File: src/rtl/common_pkg.sv
// common_pkg: shared NoC defaults and the flit layout used by the VC transmitter
package common_pkg;
    localparam int DEFAULT_VC_W          = 2;
    localparam int DEFAULT_D_W           = 8;
    localparam int DEFAULT_A_W           = 4;
    localparam int DEFAULT_VC_FIFO_DEPTH = 4;
    typedef struct packed {
        logic                   last;
        logic [DEFAULT_A_W-1:0] addr;
        logic [DEFAULT_D_W-1:0] data;
    } flit_t;
endpackage

File: src/rtl/noc_if.sv
// noc_if: credit-based link between a VC transmitter and its receiver
interface noc_if
    import common_pkg::*;
#(
    parameter int VC_W  = DEFAULT_VC_W,
    parameter int PKT_W = DEFAULT_A_W + DEFAULT_D_W + 1
);
    logic [VC_W-1:0]  credit_vc_target;
    logic [PKT_W-1:0] credit_packet;
    logic [VC_W-1:0]  credit_vc_credit_gnt;
    modport transmitter(output credit_vc_target, output credit_packet, input credit_vc_credit_gnt);
    modport receiver(input credit_vc_target, input credit_packet, output credit_vc_credit_gnt);
endinterface

File: src/rtl/credit_rr_arb.sv
// credit_rr_arb: round-robin one-hot arbiter, priority starts after the last winner
module credit_rr_arb #(
    parameter int N = 2
) (
    input  logic         clk,
    input  logic         rst,
    input  logic [N-1:0] req,
    output logic [N-1:0] gnt
);
    if (N == 1) begin : g_one
        assign gnt = req;
    end else begin : g_rr
        localparam int PW = $clog2(N);
        logic [PW-1:0] ptr_q, ptr_d, idx;
        // scan from lowest to highest priority so the last hit wins
        always_comb begin
            gnt   = '0;
            ptr_d = ptr_q;
            idx   = '0;
            for (int i = N; i >= 1; i--) begin
                idx = PW'((int'(ptr_q) + i) % N);
                if (req[idx]) begin
                    gnt      = '0;
                    gnt[idx] = 1'b1;
                    ptr_d    = idx;
                end
            end
        end
        always_ff @(posedge clk) begin
            if (rst) ptr_q <= PW'(N - 1);
            else     ptr_q <= ptr_d;
        end
    end
endmodule

File: src/rtl/credit_bp_tx_arb.sv
// credit_bp_tx_arb: per-VC credit counters, round-robin send arbitration and backpressure
module credit_bp_tx_arb
    import common_pkg::*;
#(
    parameter int VC_W         = DEFAULT_VC_W,
    parameter int D_W          = DEFAULT_D_W,
    parameter int A_W          = DEFAULT_A_W,
    parameter int DEPTH        = DEFAULT_VC_FIFO_DEPTH,
    parameter int INIT_CREDITS = DEPTH - 1,
    parameter int CNT_W        = $clog2(INIT_CREDITS + 1)
) (
    input  logic                            clk,
    input  logic                            rst,
    input  logic [VC_W-1:0]                 i_v,
    input  logic [VC_W-1:0][A_W+D_W:0]      i_d,
    output logic [VC_W-1:0]                 o_b,
    noc_if.transmitter                      to_rx,
    output logic [VC_W-1:0][CNT_W-1:0]      o_credits,
    output logic [VC_W-1:0]                 o_err
);
    localparam int FW = A_W + D_W + 1;
    localparam logic [CNT_W-1:0] INIT = CNT_W'(INIT_CREDITS);
    logic [VC_W-1:0][CNT_W-1:0] credits_q, credits_d;
    logic [VC_W-1:0] err_q, err_d, target_q, target_d, has_credit, grant, gnt_in;
    logic [FW-1:0] packet_q, packet_d;
    assign gnt_in = to_rx.credit_vc_credit_gnt;
    always_comb begin
        for (int v = 0; v < VC_W; v++) has_credit[v] = credits_q[v] != '0;
    end
    credit_rr_arb #(.N(VC_W)) u_arb (
        .clk (clk),
        .rst (rst),
        .req (i_v & has_credit),
        .gnt (grant)
    );
    assign o_b = ~has_credit | (i_v & ~grant);
    // grant is one-hot0, so OR-ing the selected flits is the payload mux
    always_comb begin
        credits_d = credits_q;
        err_d     = err_q;
        target_d  = grant;
        packet_d  = (|grant) ? '0 : packet_q;
        for (int v = 0; v < VC_W; v++) begin
            if (grant[v]) packet_d = packet_d | i_d[v];
            if (grant[v] && !gnt_in[v]) credits_d[v] = credits_q[v] - 1'b1;
            else if (gnt_in[v] && !grant[v]) begin
                if (credits_q[v] == INIT) err_d[v] = 1'b1;
                else credits_d[v] = credits_q[v] + 1'b1;
            end
        end
    end
    always_ff @(posedge clk) begin
        if (rst) begin
            credits_q <= {VC_W{INIT}};
            err_q     <= '0;
            target_q  <= '0;
            packet_q  <= '0;
        end else begin
            credits_q <= credits_d;
            err_q     <= err_d;
            target_q  <= target_d;
            packet_q  <= packet_d;
        end
    end
    assign to_rx.credit_vc_target = target_q;
    assign to_rx.credit_packet    = packet_q;
    assign o_credits              = credits_q;
    assign o_err                  = err_q;
`ifdef SIMULATION
    a_target_onehot0: assert property (@(posedge clk) disable iff (rst) $onehot0(target_q));
    a_target_sent: assert property (@(posedge clk) disable iff (rst) (target_q & ~$past(grant)) == '0);
    a_no_x: assert property (@(posedge clk) disable iff (rst) !$isunknown({i_v, o_b, target_q}));
`endif
endmodule

File: src/flat_wrapper.sv
// flat-port wrapper written by rule: the top's interface ports become plain ports
module credit_bp_tx_arb_flat import common_pkg::*;
#(
    parameter int VC_W         = DEFAULT_VC_W,
    parameter int D_W          = DEFAULT_D_W,
    parameter int A_W          = DEFAULT_A_W,
    parameter int DEPTH        = DEFAULT_VC_FIFO_DEPTH,
    parameter int INIT_CREDITS = DEPTH - 1,
    parameter int CNT_W        = $clog2(INIT_CREDITS + 1)
)
  (clk, rst, i_v, i_d, o_b, o_credits, o_err, to_rx_credit_vc_target, to_rx_credit_packet, to_rx_credit_vc_credit_gnt);
  noc_if #(.VC_W(VC_W), .PKT_W((13))) to_rx_i ();
  input  logic clk;
  input  logic rst;
  input  logic [VC_W-1:0] i_v;
  input  logic [VC_W-1:0][A_W+D_W:0] i_d;
  output logic [VC_W-1:0] o_b;
  output logic [VC_W-1:0][CNT_W-1:0] o_credits;
  output logic [VC_W-1:0] o_err;
  output wire logic [$bits(to_rx_i.credit_vc_target)-1:0] to_rx_credit_vc_target;
  output wire logic [$bits(to_rx_i.credit_packet)-1:0] to_rx_credit_packet;
  input wire logic [$bits(to_rx_i.credit_vc_credit_gnt)-1:0] to_rx_credit_vc_credit_gnt;
  assign to_rx_credit_vc_target = to_rx_i.credit_vc_target;
  assign to_rx_credit_packet = to_rx_i.credit_packet;
  assign to_rx_i.credit_vc_credit_gnt = to_rx_credit_vc_credit_gnt;
  credit_bp_tx_arb #(.VC_W(VC_W), .D_W(D_W), .A_W(A_W), .DEPTH(DEPTH), .INIT_CREDITS(INIT_CREDITS), .CNT_W(CNT_W)) u_core (.clk(clk), .rst(rst), .i_v(i_v), .i_d(i_d), .o_b(o_b), .to_rx(to_rx_i), .o_credits(o_credits), .o_err(o_err));
endmodule
File: config.mk
export PLATFORM = sky130hd
export DESIGN_NAME = credit_bp_tx_arb_flat
export DESIGN_NICKNAME = d
export VERILOG_FILES = /design/src/rtl/common_pkg.sv /design/src/rtl/noc_if.sv /design/src/rtl/credit_rr_arb.sv /design/src/rtl/credit_bp_tx_arb.sv /design/src/flat_wrapper.sv
export SDC_FILE = /design/constraint.sdc
export NUM_CORES = 1
export LEC_CHECK = 0
export ABC_AREA = 1
export CORE_ASPECT_RATIO = 0.75
export CORE_UTILIZATION = 39
export DETAILED_ROUTE_END_ITERATION = 10
export GPL_ROUTABILITY_DRIVEN = 1
export PLACE_DENSITY = 0.79
export SLEW_MARGIN = 20
export SYNTH_ARGS = -nofsm -noshare
export SYNTH_HDL_FRONTEND = slang
export SYNTH_SLANG_ARGS = --single-unit
File: constraint.sdc
create_clock -name clk -period 2 [get_ports clk]
set_input_delay 0.5 -clock clk [delete_from_list [all_inputs] [get_ports clk]]
set_output_delay 0.5 -clock clk [all_outputs]
set_load 0.01 [all_outputs]
* Yosys cells after proc, flatten, opt, wreduce, memory -nomap -nowiden *
Cells that the tools add are included.

word-level totals
  bits of input ports = 32
  output and inout port bits = 23
  bits in read-only memories = 0
  register bits = 22
  RAM bits = 0
  memories = 0
  latch bits = 0

operators by class
  mux-type cells = 21
  eq/ne operators = 4
  div/mod/pow operators = 0
  order comparisons = 4
  shift operators = 0
  bitwise operators = 9
  $add $sub $neg = 6
  multipliers = 0
  reduce and logical (&&, ||, !) cells = 20

operator list
  operator             number
  $mux 13              3
  $or 13x13->13        2
  $mux 2               8
  $reduce_bool 2->1    5
  $mux 1               8
  $logic_and 1x1->1    6
  $reduce_and 3->1     2
  $add 2x1->2 const B  2
  $and 2x2->2          2
  $eq 2x2->1 const B   2
  $logic_not 1->1      4
  $lt 1x2->1 const B   2
  $ne 2x1->1 const B   2
  $not 2->2            2
  $reduce_and 2->1     2
  $sub 2x1->2 const B  2
  $add 1x1->1 const B  2
  $demux 1 s1          2
  $ge 1x1->1 const B   2
  $not 1->1            2
  $or 2x2->2           1
  $reduce_or 2->1      1

* Depth between registers and ports, before layout *
Gate-level depths: netlist of the first run.

  word-level depth = 13
  mapped depth = 10

* Hierarchy *
A second synthesis of the first run with hierarchy kept.

unflattened totals
  cell total of the unflattened synthesis = 147
  area total of the unflattened synthesis = 1143.6 um2

by module, submodules not included
  module            cells an instance  area each (um2)  sequential area each (um2)  times used
  credit_bp_tx_arb  137                1087.3           420.4                       1
  credit_rr_arb     10                 56.3             20.0                        1

* Worst setup path after synthesis of the first run *
OpenSTA, ideal clock, no wires.

  path kind = register -> register
  start = register u_core.credits_q (netlist bit u_core.o_credits[2])
  end = register u_core.credits_q (netlist bit u_core.o_credits[0])
  data required time = 1.872 ns
  data arrival time = 1.442 ns
  slack = 0.430 ns
  path buffers = 0
  stages on the path, launching flop included = 11
  setup time = 0.128 ns
  cells stage by stage = dfxtp_1 > inv_1 > nand2_2 > nand3_2 > nand2_4 > inv_1 > ha_1 > inv_1 > o21ai_0 > a21oi_1 > o21ai_0

between the ends
  longest elaborated chain between the ends = 10
  elaborated cells on any way between the ends = 15
  those cells by class = eq/ne: 1; mux: 7; bitwise: 1; reduce/logical: 6

RTL lines
  item                                        line                    RTL
  start: declaration                          credit_bp_tx_arb.sv:23  logic [VC_W-1:0][CNT_W-1:0] credits_q, credits_d;
  start signal: assignment                    credit_bp_tx_arb.sv:54  credits_q <= {VC_W{INIT}};
  start signal: assignment                    credit_bp_tx_arb.sv:59  credits_q <= credits_d;
  $reduce_bool 2->1 *                         credit_bp_tx_arb.sv:28  for (int v = 0; v < VC_W; v++) has_credit[v] = credits_q[v] != '0;
  $and 2x2->2 *                               credit_bp_tx_arb.sv:33  .req (i_v & has_credit),
  $mux 1 (implied by the code) (2 in series)  credit_rr_arb.sv:22     if (req[idx]) begin
  $mux 2                                      credit_rr_arb.sv:22
  $mux 2 *                                    credit_rr_arb.sv:22
  via u_core.grant[0]                         credit_bp_tx_arb.sv:24  logic [VC_W-1:0] err_q, err_d, target_q, target_d, has_credit, grant, gnt_in;
  $logic_not 1->1                             credit_bp_tx_arb.sv:46  else if (gnt_in[v] && !grant[v]) begin
  $logic_and 1x1->1                           credit_bp_tx_arb.sv:46
  $reduce_bool 2->1 (no source line)          n/a
  $reduce_and 2->1 (no source line)           n/a

Mark *: on every way through the listed nets, which the timed path passes. The rest lies on a longest branch. The select of a mux whose other input is x is not followed.
A chain may end at the register's enable or synchronous reset.

* Final worst setup path of the first run *
  start = register u_core.credits_q (netlist bit u_core.o_credits[2])
  end = output o_credits[2] (netlist bit)

RTL lines
  item              line                RTL
  end: declaration  flat_wrapper.sv:18  output logic [VC_W-1:0][CNT_W-1:0] o_credits;

No word-level cell between the ends.

==> results.json, run 1 <==
{
  "final_core_util_pct": 69.1,
  "crit_fanout": 5,
  "ios": 55,
  "final_cells": 244,
  "hold-worst-slack_ps": 485,
  "clock_latency_ps": 310,
  "area_growth_pct": 67.3,
  "cap_violations": 0,
  "tritoncts": "done",
  "drt-initial-drc-count": 38,
  "cts_hold_buf": 0,
  "synth_area_um2": 1070,
  "tightest_slew_ps": 521,
  "crit_type": "reg2out",
  "fin_skew_ps": 7.37,
  "p_leak_uw": 0.000834,
  "antenna_cells": 0,
  "fin_crit_sh_pct": 90.9,
  "place_congestion": 0.819,
  "period_minus_slack_ps": 1820,
  "p_per_area_nw_per_um2": 707,
  "hold_start": "u_core.o_err[0]",
  "hp-class": "reg2reg",
  "dpl.hpwl_mm": 2.40,
  "die_h_um": 47.5,
  "clockBufferDepth": 2,
  "firstDrtPassIters": 4,
  "drtAntennaViolNets": 0,
  "nets": 245,
  "grt_pass1_vias": 1089,
  "rows": 16,
  "grt_usage_pct": 19.6,
  "root_buffer": "clkbuf_4",
  "synth_cells": 140,
  "vias": 1232,
  "overflow": 0,
  "die_w_um": 62.6,
  "final_common_cell": "clkdlybuf4s50_1",
  "hold_violations": 0,
  "htree_levels": 1,
  "drcViolationCount": 0,
  "ys_top_cells_by_area": "dfxtp_1 (41%), nand2_1 (10%), nand3_1 (9.8%)",
  "cts_buffers": 3,
  "rsz0062_at_grt": "no",
  "yosysUniqueCellTypes": 20,
  "syn-num-nets": 176,
  "critPathLaunch": "u_core.o_credits[2]",
  "antenna_found_initial": 0,
  "placed_cells": 240,
  "portBuffers": 54,
  "synth.largest_area_cell": "dfxtp_1",
  "fp.dieArea_um2": 2970,
  "ir_drop_mv": 0.667,
  "outcome": "finished clean",
  "coreArea_um2": 2600,
  "finalPower_uw": 1270,
  "grt_max_degree": 17,
  "ys_ff_latch": 22,
  "end_kind": "primary output",
  "critPathArrivalTime_ps": 1320,
  "cts_setup_buffers": 0,
  "initial_utilization_pct": 41.3,
  "routed_via_density": 5.05,
  "maxClockFrequency_mhz": 550,
  "path_clk_slew_ps": 130,
  "final_cell_mix": "clkdlybuf4s50_1 (50), nand2_1 (30), dfxtp_1 (22)",
  "grt_pass1_wl_mm": 4.51,
  "startpoint_type": "flip-flop",
  "maxSlewHeadroom_pct": 65.2,
  "worstPathRequired_ps": 1500,
  "wl_per_cell_um": 12.8,
  "syn_area_per_cell_um2": 7.68,
  "synth-warning-count": 0,
  "clkSinkCount": 22,
  "setup_viol": 0,
  "ys_seq_area_share_pct": 41.0,
  "wirelength_mm": 3.13,
  "r2r_start": "u_core.o_credits[0]",
  "synthDominantCellAreaShare_pct": 41.0,
  "slew_viol_final": 0,
  "drive_above_1_share_pct": 15.4
}
report_power, final:
group | total [uW] | switching, uW | leakage (uW) | internal (uW)
registers | 523 | 34.6 | 0.000182 | 489
clock network | 344 | 141 | 0.0000279 | 203
logic | 404 | 183 | 0.000624 | 222
state kept, by name (all words and copies together), names as in the netlist:
register	flops
u_core.o_credits	4
u_core.o_err	2
u_core.to_rx.credit_packet	13
u_core.to_rx.credit_vc_target	2
u_core.u_arb.g_rr.ptr_q	1
critical path, cell delays in order (launching register included):
cell	delay, ps
dfxtp_1	350
buf_4	130
clkdlybuf4s50_1	530
routing by layer:
metal,routed length (um),share of wire (%),global-route usage [%],vias to the layer above
li1,-,-,-,606
met1,1420,45,24.3,583
met2,1570,50,36.1,41
met3,133,4.3,5.24,2
met4,2,0.064,3.26,0
met5,0,0,0,-
cell type report:
cell class / count / area (um^2)
clock buffer: 3 / 22.5
fill: 217 / 805
inverter: 16 / 60.1
clock inverter: 1 / 30.0
sequential: 22 / 440
multi-input combinational: 97 / 537
timing repair buffer: 69 / 663
tap: 36 / 45.0
per-stage QoR:
stage | area, um^2 | worst slack (ps) | setup TNS (ps)
2_1_floorplan | 1070 | 430 | 0
3_3_place_gp | 1750 | -332 | -1500
3_5_place_dp | 1750 | -349 | -1970
4_1_cts | 1800 | 10.9 | 0
5_1_grt | 1800 | 40.7 | 0
6_report | 1800 | 182 | 0
Yosys cell counts:
| library cell | count |
|---|---|
| inv_2 | 1 |
| inv_1 | 15 |
| nand2_1 | 30 |
| nand3_1 | 21 |
| nand3_2 | 2 |
| nor3b_1 | 2 |
| o21ai_0 | 8 |
| a21oi_1 | 6 |
| o211ai_1 | 1 |
| nor2_2 | 2 |
| nand4_1 | 11 |
| ha_1 | 4 |
| buf_2 | 3 |
| nand2_4 | 1 |
| nand2_2 | 3 |
| nor2_1 | 2 |
| o21a_1 | 2 |
| buf_6 | 2 |
| dfxtp_1 | 22 |
| nor2_4 | 2 |
kinds of logic (layout without fill, tap and decap cells):
group	after synthesis	after routing	synth area share, %
compound gates	17	17	8.61
flops	22	22	41.0
buf+inv	21	89	9.08
simple gates	76	76	36.7
fa+ha+maj	4	4	4.66
worst paths after layout:
kind	end	slack, ps	depth (start not counted)
worst max-delay path	o_credits[2]	180	2
worst min-delay path	u_core.o_err[0]	490	1
worst min register to register	u_core.o_err[0]	490	1
worst max register to register	u_core.o_credits[2]	300	11
repair_timing:
| action | 4_1_cts | 5_1_grt |
|---|---|---|
| pin swaps | 0 | 1 |
| resized for setup | 9 | 2 |
| setup endpoints to repair | 2 | 3 |
Note: power is estimated with default switching activity, not from simulation.
==> run 2, diff against run 1 <==
--- a/config.mk
+++ b/config.mk
@@ -6,6 +6,7 @@
 export NUM_CORES = 1
 export LEC_CHECK = 0
 export ABC_AREA = 1
+export CAP_MARGIN = 10
 export CORE_ASPECT_RATIO = 0.75
 export CORE_UTILIZATION = 39
 export DETAILED_ROUTE_END_ITERATION = 10
==> results of run 2 <==
No change in the layout: final DEF, timing and power equal those of run 1.
